==> config.mk <==
export PLATFORM = sky130hd
export DESIGN_NAME = fb_write_arbiter
export DESIGN_NICKNAME = d
export VERILOG_FILES = /design/src/rtl/fb_write_arbiter.sv
export SDC_FILE = /design/constraint.sdc
export NUM_CORES = 1
export LEC_CHECK = 0
export ABC_AREA = 1
export CAP_MARGIN = 20
export CORE_ASPECT_RATIO = 1.2
export CORE_UTILIZATION = 45
export DETAILED_ROUTE_END_ITERATION = 10
export GPL_TIMING_DRIVEN = 0
export PLACE_DENSITY = 0.83
export SLEW_MARGIN = 10
export SYNTH_ARGS = -nofsm -noshare
export SYNTH_HDL_FRONTEND = slang
export SYNTH_SLANG_ARGS = --single-unit
==> constraint.sdc <==
create_clock -name clk_100mhz_buf -period 2.6 [get_ports clk_100mhz_buf]
set_input_delay 0.52 -clock clk_100mhz_buf [delete_from_list [all_inputs] [get_ports clk_100mhz_buf]]
set_output_delay 0.52 -clock clk_100mhz_buf [all_outputs]
set_load 0.1 [all_outputs]
==> src/rtl/fb_write_arbiter.sv <==
// Round-robin sharing of the frame-buffer write port among NREQ drawing
// requesters, plus a full-screen clear sequencer that fills every pixel.
module fb_write_arbiter #(
   parameter int unsigned NREQ = 4,
   parameter int unsigned AW   = 19,
   parameter int unsigned DW   = 3,
   parameter int unsigned NPIX = 307200
) (
   input  logic                 clk_100mhz_buf,
   input  logic                 rst_n,
   input  logic [NREQ-1:0]      req,
   input  logic [NREQ*AW-1:0]   req_addr,
   input  logic [NREQ*DW-1:0]   req_data,
   output logic [NREQ-1:0]      ack,
   input  logic                 clear_start,
   input  logic [DW-1:0]        clear_color,
   output logic                 clear_busy,
   output logic                 clear_done,
   input  logic                 wr_ready,
   output logic                 wr_en,
   output logic [AW-1:0]        wr_addr,
   output logic [DW-1:0]        wr_data
);

   localparam int unsigned   PW       = (NREQ > 1) ? $clog2(NREQ) : 1;
   localparam logic [AW-1:0] LAST_PIX = AW'(NPIX - 1);

   typedef enum logic [1:0] {S_IDLE, S_CLEAR, S_DONE} state_t;

   state_t        state_q, state_d;
   logic [PW-1:0] ptr_q, ptr_d;
   logic [AW-1:0] cnt_q, cnt_d;
   logic [DW-1:0] color_q, color_d;
   logic          wr_en_d;
   logic [AW-1:0] wr_addr_d;
   logic [DW-1:0] wr_data_d;
   logic          busy_d, done_d;

   logic [PW-1:0] gnt_idx;
   logic          gnt_any;
   logic [PW:0]   cand;
   logic [PW-1:0] ptr_nxt;

   // First set request at or after the pointer, wrapping modulo NREQ
   always_comb begin
      gnt_idx = '0;
      gnt_any = 1'b0;
      cand    = '0;
      for (int unsigned i = 0; i < NREQ; i++) begin
         cand = {1'b0, ptr_q} + (PW+1)'(i);
         if (cand >= (PW+1)'(NREQ)) begin
            cand = cand - (PW+1)'(NREQ);
         end
         if (!gnt_any && req[cand[PW-1:0]]) begin
            gnt_any = 1'b1;
            gnt_idx = cand[PW-1:0];
         end
      end
   end

   assign ptr_nxt = (gnt_idx == PW'(NREQ - 1)) ? '0 : gnt_idx + PW'(1);

   // Next-state, acceptance and write-port selection
   always_comb begin
      state_d   = state_q;
      ptr_d     = ptr_q;
      cnt_d     = cnt_q;
      color_d   = color_q;
      wr_en_d   = 1'b0;
      wr_addr_d = wr_addr;
      wr_data_d = wr_data;
      ack       = '0;
      case (state_q)
         S_IDLE: begin
            if (clear_start) begin
               state_d = S_CLEAR;
               cnt_d   = '0;
               color_d = clear_color;
            end else if (wr_ready && gnt_any) begin
               ack[gnt_idx] = 1'b1;
               wr_en_d      = 1'b1;
               wr_addr_d    = req_addr[gnt_idx*AW +: AW];
               wr_data_d    = req_data[gnt_idx*DW +: DW];
               ptr_d        = ptr_nxt;
            end
         end
         S_CLEAR: begin
            if (wr_ready) begin
               wr_en_d   = 1'b1;
               wr_addr_d = cnt_q;
               wr_data_d = color_q;
               // Stop on the last pixel so the counter never wraps
               if (cnt_q == LAST_PIX) begin
                  state_d = S_DONE;
               end else begin
                  cnt_d = cnt_q + AW'(1);
               end
            end
         end
         S_DONE: begin
            state_d = S_IDLE;
         end
         default: begin
            state_d = S_IDLE;
         end
      endcase
      if (!rst_n) begin
         ack = '0;
      end
   end

   assign busy_d = (state_d == S_CLEAR);
   assign done_d = (state_d == S_DONE);

   // State and registered outputs
   always_ff @(posedge clk_100mhz_buf or negedge rst_n) begin
      if (!rst_n) begin
         state_q    <= S_IDLE;
         ptr_q      <= '0;
         cnt_q      <= '0;
         color_q    <= '0;
         wr_en      <= 1'b0;
         wr_addr    <= '0;
         wr_data    <= '0;
         clear_busy <= 1'b0;
         clear_done <= 1'b0;
      end else begin
         state_q    <= state_d;
         ptr_q      <= ptr_d;
         cnt_q      <= cnt_d;
         color_q    <= color_d;
         wr_en      <= wr_en_d;
         wr_addr    <= wr_addr_d;
         wr_data    <= wr_data_d;
         clear_busy <= busy_d;
         clear_done <= done_d;
      end
   end

endmodule

==> results.sh, run 1 <==
export IMPL_grt_overflow=0
export IMPL_slew_headroom_pct=30.9
export IMPL_gp_congestion=0.907
export IMPL_ys_ff_latch=51
export IMPL_synth_edff_count=0
export IMPL_crit_fanout=6
export IMPL_post_route_drc_count=0
export IMPL_setup_worst_path_start_class="flip-flop"
export IMPL_drv_cap=0
export IMPL_core_area_mm2=0.00866
export IMPL_skew_ns=0.0121
export IMPL_ant_nets=0
export IMPL_min_period_over_period_pct=106
export IMPL_final_cell_mix="161 x nand2_1, 118 x clkdlybuf4s50_1, 117 x inv_1"
export IMPL_ctsRootBufferMaster="clkbuf_8"
export IMPL_synth_async_reset_ratio_pct=100
export IMPL_slowest_delay_ns=0.41
export IMPL_die_area_mm2=0.00942
export IMPL_clk_path_buf_depth=2
export IMPL_die_w_um=88.8
export IMPL_clock_latency_ns=0.32
export IMPL_yosys_warnings=0
export IMPL_cts_buffers=5
export IMPL_clock_fmax_mhz=361
export IMPL_antennaDiodeCount=0
export IMPL_crit_type="reg2out"
export IMPL_synthMuxAreaShare_pct=0
export IMPL_cp_common_cell="nor2_4"
export IMPL_violations="negative setup slack"
export IMPL_utilization_pct=70.0
export IMPL_grt_pass1_vias=4775
export IMPL_stdcell_count=921
export IMPL_cp_required_ns=2.08
export IMPL_status="finished, violations left"
export IMPL_place_inst=895
export IMPL_p_leak_nw=3.00
export IMPL_dr_pass1_iters=5
export IMPL_worst_pin_slew_ns=1.03
export IMPL_post_place_ws_ns=-1.50
export IMPL_die_h_um=106
export IMPL_synthXorXnorAreaFrac_pct=1.94
export IMPL_clkSinkCount=51
export IMPL_cp_arrival_ns=2.25
export IMPL_power_density_mw_per_mm2=495
export IMPL_htree_levels=2
export IMPL_initial_core_util_pct=47.0
export IMPL_vias=5028
export IMPL_synth_compound_area_share_pct=7.20
export IMPL_yosys_area_share_simple_pct=42.3
export IMPL_hold_viol_final=0
export IMPL_grt_max_degree=28
export IMPL_synth_ff_type="dfrtp_1"
export IMPL_yosysSeqAreaShare_pct=31.4
export IMPL_fin_crit_ns=2.77
export IMPL_clkTransAtPathRegs_ns=0.09
export IMPL_grt_pass1_wl_um=22700
export IMPL_portBuffers=127
export IMPL_cp_cell_sequence="buf_6 > inv_8 > nand2_2 > nand3_2 > nand2_4 > nor2_4 > nand4_1 > nand3_4 > ha_4 > inv_2 > nor2_4 > buf_12"
export IMPL_vias_per_cell=5.46
export IMPL_layout_nets=904
export IMPL_cp_end_kind="primary output"
export IMPL_num_rows=37
export IMPL_wirelength_um=14300
export IMPL_grt_usage_pct=30.6
export IMPL_drv_slew=0
export IMPL_netlist_area_mm2=0.00407
export IMPL_syn2layout_area_growth_pct=48.9
export IMPL_synth_distinct_cells=30
export IMPL_syn_instance_count=650
export IMPL_drive_above_1_share_pct=12.6
export IMPL_rsz0062_at_grt="yes"
export IMPL_setup_viol=4
export IMPL_worstHoldPathType="in2async"
export IMPL_ir_worst_vdd_uv=448
export IMPL_yosys_area_share_adder_pct=0.615
export IMPL_layout_setup_ws_ns=-0.166
export IMPL_hpwl_um=10600
export IMPL_stdcell_area_mm2=0.00606
export IMPL_grt_antenna_before_repair=0
export IMPL_avgSynthCellArea_um2=6.26
export IMPL_initialDrtViolationCount=315
export IMPL_placed_cell_area_mm2=0.00558
export IMPL_synth_nets=751
export IMPL_wl_per_cell_um=15.5
export IMPL_power_mw=3.00
export IMPL_io_pins=128
export IMPL_cts_tree="yes"
export IMPL_final_common_cell="nand2_1"
export IMPL_cp_slowest_cell="dfrtp_1"
export IMPL_synth_top_family_by_area="simple AND/OR/NAND/NOR gates"
-- metal layers --
layer	share of wire, %	global-route usage (%)
met1	39	39.0
met2	50	53.2
met3	8.0	3.88
met4	2.8	9.22
met5	0	0
-- report_power, final --
part	total (mW)	switching, mW	internal [mW]
clock network	0.589	0.273	0.317
logic	1.38	0.932	0.448
registers	1.03	0.105	0.922
total	3.00	1.31	1.69
-- synth_stat cells (2+ instances only) --
| library cell | number | area share [%] |
|---|---|---|
| a21oi_1 | 27 | 3.3 |
| buf_6 | 5 | 1.4 |
| ha_1 | 2 | 0.62 |
| inv_2 | 2 | 0.18 |
| o21ai_1 | 2 | 0.25 |
| xor2_1 | 9 | 1.9 |
| inv_1 | 123 | 11 |
| nand3_1 | 88 | 11 |
| buf_1 | 6 | 0.55 |
| nor2_1 | 26 | 2.4 |
| nand2_2 | 4 | 0.62 |
| o31ai_1 | 8 | 1.5 |
| nand2_1 | 180 | 17 |
| nand4_1 | 50 | 7.7 |
| buf_4 | 4 | 0.74 |
| nor3_1 | 15 | 1.8 |
| buf_2 | 7 | 0.86 |
| dfrtp_1 | 51 | 31 |
| clkbuf_1 | 14 | 1.3 |
| and2_1 | 2 | 0.31 |
| nor4_1 | 3 | 0.46 |
| nor2_4 | 2 | 0.55 |
| o21ai_0 | 13 | 1.6 |
-- state kept, by name, indices dropped and copies added, names as in the netlist --
register,count
clear_done,1
color_q,3
state_q,2
ptr_q,2
wr_addr,19
clear_busy,1
wr_data,3
wr_en,1
cnt_q,19
-- final cells by class --
class                           instances  area, um^2
Buffer                                 32         171
Clock buffer                            6        82.6
Timing Repair inverter                  1        6.26
Inverter                              126         490
Fill cell                             720        2600
Sequential cell                        51        1280
Multi-Input combinational cell        437        2350
Tap cell                              117         146
Timing Repair Buffer                  149        1490
Clock inverter                          2        38.8
-- worst max-delay path: cells and delay by family (launching register included) --
kind / cells / cell delay [ns]
buf+inv: 4 / 0.47
flops: 1 / 0.41
simple gates: 7 / 0.90
fa+ha+maj: 1 / 0.15
-- per-stage QoR --
step / hold WS (ns) / setup TNS, ns
6_report: 0.206 / -0.618
5_1_grt: 0.264 / -0.999
4_1_cts: 0.223 / -0.505
3_5_place_dp: 0.466 / -5.75
3_3_place_gp: 0.464 / -36.62
2_1_floorplan: 0.224 / -0.553
-- repair_timing --
item / 4_1_cts / 5_1_grt
setup buffers: 10 / 11
hold buffers: 0 / 0
gates resized for setup: 72 / 23
cloned: 2 / 0
pin swaps: 13 / 22
setup endpoints to repair: 4 / 12
-- cells by family after synthesis --
group,Yosys count
and+or+nand+nor,374
buffers and inverters,162
AOI/OAI and AO/OA,52
DFF,51
xor gates and xnor gates,9
adders and majority gates,2
-- worst paths after layout --
| path | from | depth (start not counted) | endpoint | slack [ns] |
|---|---|---|---|---|
| setup reg to reg | ptr_q[0] | 14 | wr_addr[4] | 0.17 |
| hold reg to reg | wr_data[2] | 2 | wr_data[2] | 0.49 |
| max in group asynchronous | rst_n | 2 | ptr_q[1] | 1.83 |
| setup / recovery | ptr_q[0] | 12 | ack[3] | -0.17 |
| min in group clk_100mhz_buf | wr_data[2] | 2 | wr_data[2] | 0.49 |
| hold / removal | rst_n | 1 | cnt_q[4] | 0.21 |
Note: power is estimated with default switching activity, not from simulation.
==> run 2, diff against run 1 <==
--- a/config.mk
+++ b/config.mk
@@ -7,12 +7,15 @@
 export LEC_CHECK = 0
 export ABC_AREA = 1
 export CAP_MARGIN = 20
+export CELL_PAD_IN_SITES_DETAIL_PLACEMENT = 1
+export CELL_PAD_IN_SITES_GLOBAL_PLACEMENT = 1
 export CORE_ASPECT_RATIO = 1.2
-export CORE_UTILIZATION = 45
+export CORE_UTILIZATION = 32
 export DETAILED_ROUTE_END_ITERATION = 10
 export GPL_TIMING_DRIVEN = 0
-export PLACE_DENSITY = 0.83
+export PLACE_DENSITY = 0.86
 export SLEW_MARGIN = 10
 export SYNTH_ARGS = -nofsm -noshare
 export SYNTH_HDL_FRONTEND = slang
 export SYNTH_SLANG_ARGS = --single-unit
+export TNS_END_PERCENT = 100
==> results.sh, run 2 (synthesized netlist as in run 1, its figures left out) <==
export IMPL_status="finished, violations left"
export IMPL_violations="negative setup slack"
export IMPL_wirelength_um=17700
export IMPL_hpwl_um=12300
export IMPL_grt_busiest_layer="met2"
export IMPL_cts_buffers=5
export IMPL_min_period_over_period_pct=108
export IMPL_cp_arrival_ns=2.29
export IMPL_initialDrtViolationCount=326
export IMPL_layout_setup_ws_ns=-0.207
export IMPL_syn2layout_area_growth_pct=56.2
export IMPL_utilization_pct=52.0
export IMPL_portBuffers=127
export IMPL_dr_pass1_iters=4
export IMPL_final_cell_mix="158 x nand2_1, 118 x clkdlybuf4s50_1, 116 x inv_1"
export IMPL_grt_max_degree=31
export IMPL_grt_pass1_vias=5423
export IMPL_crit_type="reg2out"
export IMPL_vias_per_cell=5.24
export IMPL_antennaDiodeCount=0
export IMPL_grt_usage_pct=27.0
export IMPL_stdcell_area_mm2=0.00635
export IMPL_reg_top3="cnt_q: 19 flops, wr_addr: 19 flops"
export IMPL_ctsRootBufferMaster="clkbuf_16"
export IMPL_grt_antenna_before_repair=0
export IMPL_skew_ns=0.00427
export IMPL_fin_crit_ns=2.81
export IMPL_die_area_mm2=0.0132
export IMPL_worst_pin_slew_ns=1.02
export IMPL_cts_tree="yes"
export IMPL_htree_levels=2
export IMPL_vias=5129
export IMPL_use_met2_pct=49.1
export IMPL_die_w_um=105
export IMPL_placed_cell_area_mm2=0.00565
export IMPL_drive_above_1_share_pct=15.4
export IMPL_setup_viol=6
export IMPL_rsz0062_at_grt="yes"
export IMPL_drv_cap=0
export IMPL_grt_pass1_wl_um=28300
export IMPL_wl_per_cell_um=18.1
export IMPL_initial_core_util_pct=33.3
export IMPL_setup_worst_path_start_class="flip-flop"
export IMPL_ir_worst_vdd_uv=393
export IMPL_num_rows=44
export IMPL_use_met3_pct=3.70
export IMPL_die_h_um=125
export IMPL_grt_overflow=0
export IMPL_ant_nets=0
export IMPL_power_density_mw_per_mm2=495
export IMPL_cp_end_kind="primary output"
export IMPL_clk_path_buf_depth=2
export IMPL_crit_fanout=6
export IMPL_clkTransAtPathRegs_ns=0.07
export IMPL_drv_slew=0
export IMPL_hold_viol_final=0
export IMPL_worstHoldPathType="in2async"
export IMPL_use_met1_pct=31.1
export IMPL_cp_required_ns=2.08
export IMPL_layout_nets=917
export IMPL_post_route_drc_count=0
export IMPL_core_area_mm2=0.0122
export IMPL_slew_headroom_pct=31.9
export IMPL_clock_latency_ns=0.30
export IMPL_clock_fmax_mhz=356
export IMPL_gp_congestion=0.899
export IMPL_final_common_cell="nand2_1"
export IMPL_clkSinkCount=51
export IMPL_io_pins=128
export IMPL_p_leak_nw=3.14
[run 2: metal layers]
metal	up-vias	routed length, um
met2	157	9020
met5	-	0
met4	0	803
met3	52	824
met1	2505	7070
li1	2415	-
[run 2: final timing paths]
path                         cells past startpoint   startpoint  slack, ns     endpoint
max                                             14     ptr_q[0]      -0.21       ack[3]
min                                              1        rst_n       0.32     cnt_q[7]
max reg2reg                                     19     ptr_q[0]      -0.01   wr_addr[9]
min reg2reg                                      2  wr_addr[13]       0.48  wr_addr[13]
max in group asynchronous                        2        rst_n       1.70  wr_addr[13]
min in group clk_100mhz_buf                      2  wr_addr[13]       0.48  wr_addr[13]
[run 2: critical path: stages, from the launching register on]
cell,delay (ns)
dfrtp_1,0.42
buf_6,0.19
inv_8,0.07
nand2_4,0.07
nand2_4,0.06
nand2_2,0.07
nand2_2,0.07
nor2_4,0.17
nand4_1,0.15
nand3_2,0.13
buf_8,0.12
ha_4,0.12
inv_2,0.04
nor2_4,0.11
buf_12,0.18
[run 2: final cells by class]
cell class / instances / area [um^2]
clock buffer: 5 / 125
fill: 1570 / 5870
clock inverter: 3 / 18.8
multi-input combinational: 438 / 2400
timing repair buffer: 159 / 1620
timing repair inverter: 1 / 6.26
inverter: 126 / 490
sequential: 51 / 1280
tap: 161 / 201
buffer: 34 / 210
[run 2: metrics by stage]
step | instances | TNS [ns] | total power [mW] | hold slack [ns] | setup WS [ns]
floorplan | 650 | -0.553 | 1.92 | 0.224 | -0.180
finish | 978 | -0.793 | 3.15 | 0.317 | -0.207
CTS | 966 | -0.457 | 3.12 | 0.328 | -0.124
global route | 978 | -1.55 | 3.30 | 0.355 | -0.278
detailed placement | 939 | -7.55 | 2.40 | 0.471 | -1.57
global placement | 938 | -44.31 | 2.36 | 0.466 | -2.65
[run 2: repair_timing]
action,CTS,global route
gates cloned,2,3
setup endpoints to repair,4,33
setup buffers,18,10
hold endpoints to repair,0,0
hold buffers,0,0
resized for setup,96,33
pin swaps,20,10
[run 2: power breakdown]
group          internal (mW)  total [mW]  switching [mW]
logic                  0.473        1.44           0.970
clock network          0.358       0.670           0.312
registers              0.923        1.03           0.109
total                   1.75        3.15            1.39
==> run 3, diff against run 2 <==
--- a/config.mk
+++ b/config.mk
@@ -13,6 +13,7 @@
 export CORE_UTILIZATION = 32
 export DETAILED_ROUTE_END_ITERATION = 10
 export GPL_TIMING_DRIVEN = 0
+export HOLD_SLACK_MARGIN = 0.03
 export PLACE_DENSITY = 0.86
 export SLEW_MARGIN = 10
 export SYNTH_ARGS = -nofsm -noshare
==> results of run 3 <==
Final layout, timing and power as in run 2 (identical DEF).
